File: config.mk
export PLATFORM = sky130hd
export DESIGN_NAME = acesso_memoria
export DESIGN_NICKNAME = d
export VERILOG_FILES = /design/src/rtl/acesso_memoria.sv
export SDC_FILE = /design/constraint.sdc
export NUM_CORES = 1
export LEC_CHECK = 0
export ABC_CLOCK_PERIOD_IN_PS = 3200
export CAP_MARGIN = 25
export CORE_AREA = 2 2 194 196
export DETAILED_ROUTE_END_ITERATION = 10
export DIE_AREA = 0 0 196 198
export PLACE_DENSITY = 0.65
export SYNTH_ARGS = -nofsm -noshare
export SYNTH_HDL_FRONTEND = slang
export SYNTH_SLANG_ARGS = --single-unit
File: constraint.sdc
create_clock -name clk -period 3.2 [get_ports clk]
set_clock_uncertainty 0.15 [all_clocks]
set_input_delay 0.64 -clock clk [delete_from_list [all_inputs] [get_ports clk]]
set_output_delay 0.64 -clock clk [all_outputs]
set_load 0.01 [all_outputs]
File: src/rtl/acesso_memoria.sv
// rtl/acesso_memoria.sv - memory-access stage: pass-through, load and store with bus timeout
// Optional build macro ALIGN_CHECK_EN: reject loads/stores whose address is not 8-byte aligned.
module acesso_memoria #(
  parameter int unsigned TIMEOUT_CYCLES = 16
) (
  input  logic        clk,
  input  logic        rst_n,
  input  logic        start,
  input  logic [1:0]  mem_op,
  input  logic [63:0] addr,
  input  logic [63:0] store_data,
  input  logic [63:0] mem_rdata,
  input  logic        mem_ready,
  output logic        mem_req,
  output logic        mem_we,
  output logic [63:0] mem_addr,
  output logic [63:0] mem_wdata,
  output logic [63:0] result,
  output logic        done,
  output logic        busy,
  output logic        erro
);

  localparam int unsigned CW = $clog2(TIMEOUT_CYCLES + 1);
  localparam logic [CW-1:0] CNT_LAST = CW'(TIMEOUT_CYCLES - 1);

  typedef enum logic [1:0] {
    IDLE   = 2'd0,
    ACCESS = 2'd1,
    DONE   = 2'd2
  } state_t;

  state_t        state_q, state_d;
  logic [CW-1:0] cnt_q, cnt_d;
  logic [63:0]   addr_q, addr_d;
  logic [63:0]   wdata_q, wdata_d;
  logic          we_q, we_d;
  logic [63:0]   result_q, result_d;
  logic          erro_q, erro_d;

  logic          is_mem_op;

  assign is_mem_op = (mem_op == 2'b01) || (mem_op == 2'b10);

  // Bus signals come straight from the state so reset drops mem_req without waiting for a clock.
  assign mem_req   = (state_q == ACCESS);
  assign mem_we    = mem_req & we_q;
  assign mem_addr  = mem_req ? addr_q  : 64'd0;
  assign mem_wdata = mem_req ? wdata_q : 64'd0;
  assign done      = (state_q == DONE);
  assign busy      = (state_q != IDLE);
  assign result    = result_q;
  assign erro      = erro_q;

  // Next-state, operand capture, wait counting and writeback selection.
  always_comb begin
    state_d  = state_q;
    cnt_d    = cnt_q;
    addr_d   = addr_q;
    wdata_d  = wdata_q;
    we_d     = we_q;
    result_d = result_q;
    erro_d   = erro_q;
    case (state_q)
      IDLE: begin
        if (start) begin
          addr_d  = addr;
          wdata_d = store_data;
          we_d    = (mem_op == 2'b10);
          cnt_d   = '0;
          if (is_mem_op) begin
`ifdef ALIGN_CHECK_EN
            if (addr[2:0] != 3'd0) begin
              state_d  = DONE;
              result_d = 64'd0;
              erro_d   = 1'b1;
            end else begin
              state_d = ACCESS;
            end
`else
            state_d = ACCESS;
`endif
          end else begin
            state_d  = DONE;
            result_d = addr;
            erro_d   = 1'b0;
          end
        end
      end
      ACCESS: begin
        // A ready on the timeout edge still counts as a normal completion.
        if (mem_ready) begin
          state_d  = DONE;
          result_d = we_q ? addr_q : mem_rdata;
          erro_d   = 1'b0;
        end else if (cnt_q == CNT_LAST) begin
          state_d  = DONE;
          result_d = 64'd0;
          erro_d   = 1'b1;
        end else begin
          cnt_d = cnt_q + CW'(1);
        end
      end
      DONE: begin
        state_d = IDLE;
      end
      default: begin
        state_d = IDLE;
      end
    endcase
  end

  // State and datapath registers, cleared asynchronously by rst_n.
  always_ff @(posedge clk or negedge rst_n) begin
    if (!rst_n) begin
      state_q  <= IDLE;
      cnt_q    <= '0;
      addr_q   <= 64'd0;
      wdata_q  <= 64'd0;
      we_q     <= 1'b0;
      result_q <= 64'd0;
      erro_q   <= 1'b0;
    end else begin
      state_q  <= state_d;
      cnt_q    <= cnt_d;
      addr_q   <= addr_d;
      wdata_q  <= wdata_d;
      we_q     <= we_d;
      result_q <= result_d;
      erro_q   <= erro_d;
    end
  end

endmodule

==> results.toml <==
[run_status]
status = "finished, violations left"
violations = "negative hold slack"

[floorplan]
rows = 71
start_util_pct = 27.6
core-area_sq_um = 37000
die_w_um = 196
die_area_sq_um = 38800
die_h_um = 198
pin_count = 395

[global_route]
antenna_found_initial = 0
grt_usage_pct = 15.4
grt_pass1_vias = 7800
grt_remaining_overflow = 0
grt_pass1_wl_um = 46900
grt_max_degree = 74

[run]
drv_cap = 0

[setup_path]
reg2reg_depth = 7
worst-setup-path-type = "flip-flop to primary output"
max_stage_delay_ps = 570
critPathSlowestCell = "clkdlybuf4s50_1"
critPathArrivalTime_ps = 2290
worstPathCellList = "nand2b_4 -> inv_8 -> buf_16 -> and2_1 -> clkdlybuf4s50_1"
path_depth = 5
cp.required_ps = 2410
crit_buf_inv = 3
start_kind = "flip-flop"
critPathTopFamily = "buffers and inverters"
path_max_fanout = 59
crit_path_end_kind = "primary output"

[sta]
finalSetupViolCount = 0
grt_setup_unrepaired = "false"
tightest_slew_ps = 979
finalHoldViolations = 1
fin_crit_sh_pct = 96.1
whs_ps = -3.06
timing.final.crit_period_ps = 3080
setup_tns_ps = 0
slew_violations = 0
max_slew_margin_pct = 34.7
clock.fmax_ghz = 0.325

[clock_network]
cts-htree-levels = 1
cts_root_buffer = "clkbuf_16"
cts_setup_buffers = 0
cts_tree = "yes"
cts_buffers = 25
cts.clk_slew.worst_paths_ps = 60
clk_latency_ps = 530
cts_max_path_buffers = 3
cts.sinks = 201

[cells_and_area]
drive_gt1_share_pct = 22.5
area_delta_synth_final_pct = 51.8
layout.nets = 1327
diodes = 0
stdcell_count = 1617

[detailed_routing]
wl_met3_um = 2060
wl_met2_um = 15400
drt-total-wl_um = 30800
top_layer = "met4"
ant_nets = 0
via_count = 7346
viasPerCell = 4.54
wl_per_cell_um = 19.0
drtIter0Drc = 201
wl_met1_um = 12800
drt_pass1_iterations = 4
drc = 0

[pwr]
combPwrFrac_pct = 40.4
switching_power_mw = 3.52
p_per_area_nw_per_um2 = 753
seqPwrFrac_pct = 35.6
intPower_mw = 8.13
vdd.ir_drop.worst_v = 0.000426
leakage_nw = 6.50
clkPwrFrac_pct = 24.0
swShare_pct = 30.2

[synthesis]
synth_nets = 951
yosysWarnings = 0
synth_area_per_cell_sq_um = 13.6
netlist_area_sq_um = 10200
synth.distinct_cells = 31
synth_top_family_by_area = "multiplexers"
synth_flop_cell = "dfrtp_1"
synth_xor_area_share_pct = 0
yosysMostFrequentCell = "dfrtp_1"
yosysTopAreaCellShare_pct = 49.4
synth-compound-area-share_pct = 6.68
synthAdderAreaFrac_pct = 0.369
synth.area.top_cells = "dfrtp_1 (49%), mux2_4 (13%), mux2_2 (11%)"
synthSimpleGateAreaFrac_pct = 8.99
synth-seq-area-share_pct = 49.4
synth-seq-cells = 201
yosysTopAreaCell = "dfrtp_1"
async_flop_share_pct = 100
synthMuxAreaShare_pct = 31.1
synthCells = 750
ys_top_cells_by_count = "dfrtp_1 (201), and2_1 (129), mux2_2 (104)"
synth_edf_count = 0

[placed_design]
place_congestion = 0.782
dp_cells = 1573
place_hpwl_um = 20800
port_buffers = 394

[worst_hold_path]
hold_class = "input port to asynchronous set/reset pin"
-- cell usage in the layout, fill, tap and decap left out, types with 4 or more instances in the layout --
cell type,netlist,layout
clkbuf_16,0,25
clkdlybuf4s50_1,0,392
mux2i_1,64,64
clkbuf_1,23,5
mux2_4,90,90
nor2_1,4,4
buf_12,0,7
buf_4,5,6
clkbuf_8,0,8
o2bb2ai_1,67,67
dfrtp_1,201,199
and2_1,129,129
mux2_2,104,104
clkinv_2,0,4
-- flip-flops by register name, indices dropped and copies added, names as in the netlist --
signal and count:
addr_q 64, cnt_q 5, erro 1, result 64, state_q 2, wdata_q 64
we_q 1
-- through the flow --
| stage | cell area, sq um | worst slack [ps] | power (mW) | util (%) | hold WS, ps |
|---|---|---|---|---|---|
| detailed placement | 14600 | 305 | 8.92 | 39.6 | 334 |
| global placement | 14600 | 308 | 8.84 | 39.6 | 334 |
| floorplan | 10200 | 980 | 6.62 | - | 194 |
| global route | 15500 | 6.80 | 12.3 | 41.8 | 27.6 |
| CTS | 15400 | 30.7 | 11.8 | 41.8 | 1.30 |
| finish | 15500 | 124 | 11.7 | 41.8 | -3.06 |
-- worst paths after layout --
path	start	end	slack, ps
max reg2reg	cnt_q[0]	result[12]	640
max	state_q[1]	mem_addr[63]	120
min	rst_n	wdata_q[48]	-3
min reg2reg	wdata_q[39]	wdata_q[39]	350
max in group asynchronous	rst_n	addr_q[40]	2100
min in group clk	wdata_q[39]	wdata_q[39]	350
-- kinds of logic (layout without fill, tap and decap cells) --
logic type | count (synthesis) | after routing
and+or+nand+nor | 147 | 147
muxes | 258 | 258
adders and majority gates | 3 | 3
buffers and inverters | 63 | 456
AOI/OAI and AO/OA | 78 | 78
DFF | 201 | 201
-- worst register-to-register path: stages (launching register included) --
cell     delay, ps
dfrtp_1        410
ha_1           190
and3_1         160
ha_1           340
o21ai_0        200
a21oi_4        210
buf_4          370
mux2_2         410
-- cell type report --
cell class | count | area, sq um
Clock inverter | 7 | 67.6
Inverter | 3 | 18.8
Tap cell | 474 | 593
Fill cell | 3495 | 21500
Timing Repair Buffer | 409 | 4190
Clock buffer | 37 | 741
Multi-Input combinational cell | 486 | 4820
Sequential cell | 201 | 5030
-- what timing repair did --
action,4_1_cts,5_1_grt
gates cloned,0,0
gates resized for setup,1,5
pin swaps,0,0
hold buffers,0,0
setup endpoints to repair,115,30
-- layer usage --
| layer | GRT usage [%] | up-vias |
|---|---|---|
| met5 | 0 | - |
| met1 | 18.9 | 3672 |
| met2 | 27.0 | 212 |
| li1 | - | 3424 |
| met4 | 3.90 | 0 |
| met3 | 3.97 | 38 |
-- power groups by stage --
stage	sequential [mW]	clock, mW	combinational (mW)
global route	4.29	3.01	5.02
CTS	4.15	2.90	4.77
floorplan	4.20	0	2.42
global placement	4.14	0	4.70
detailed placement	4.17	0	4.75
finish	4.14	2.79	4.71
(Power assumes the default switching activity.)
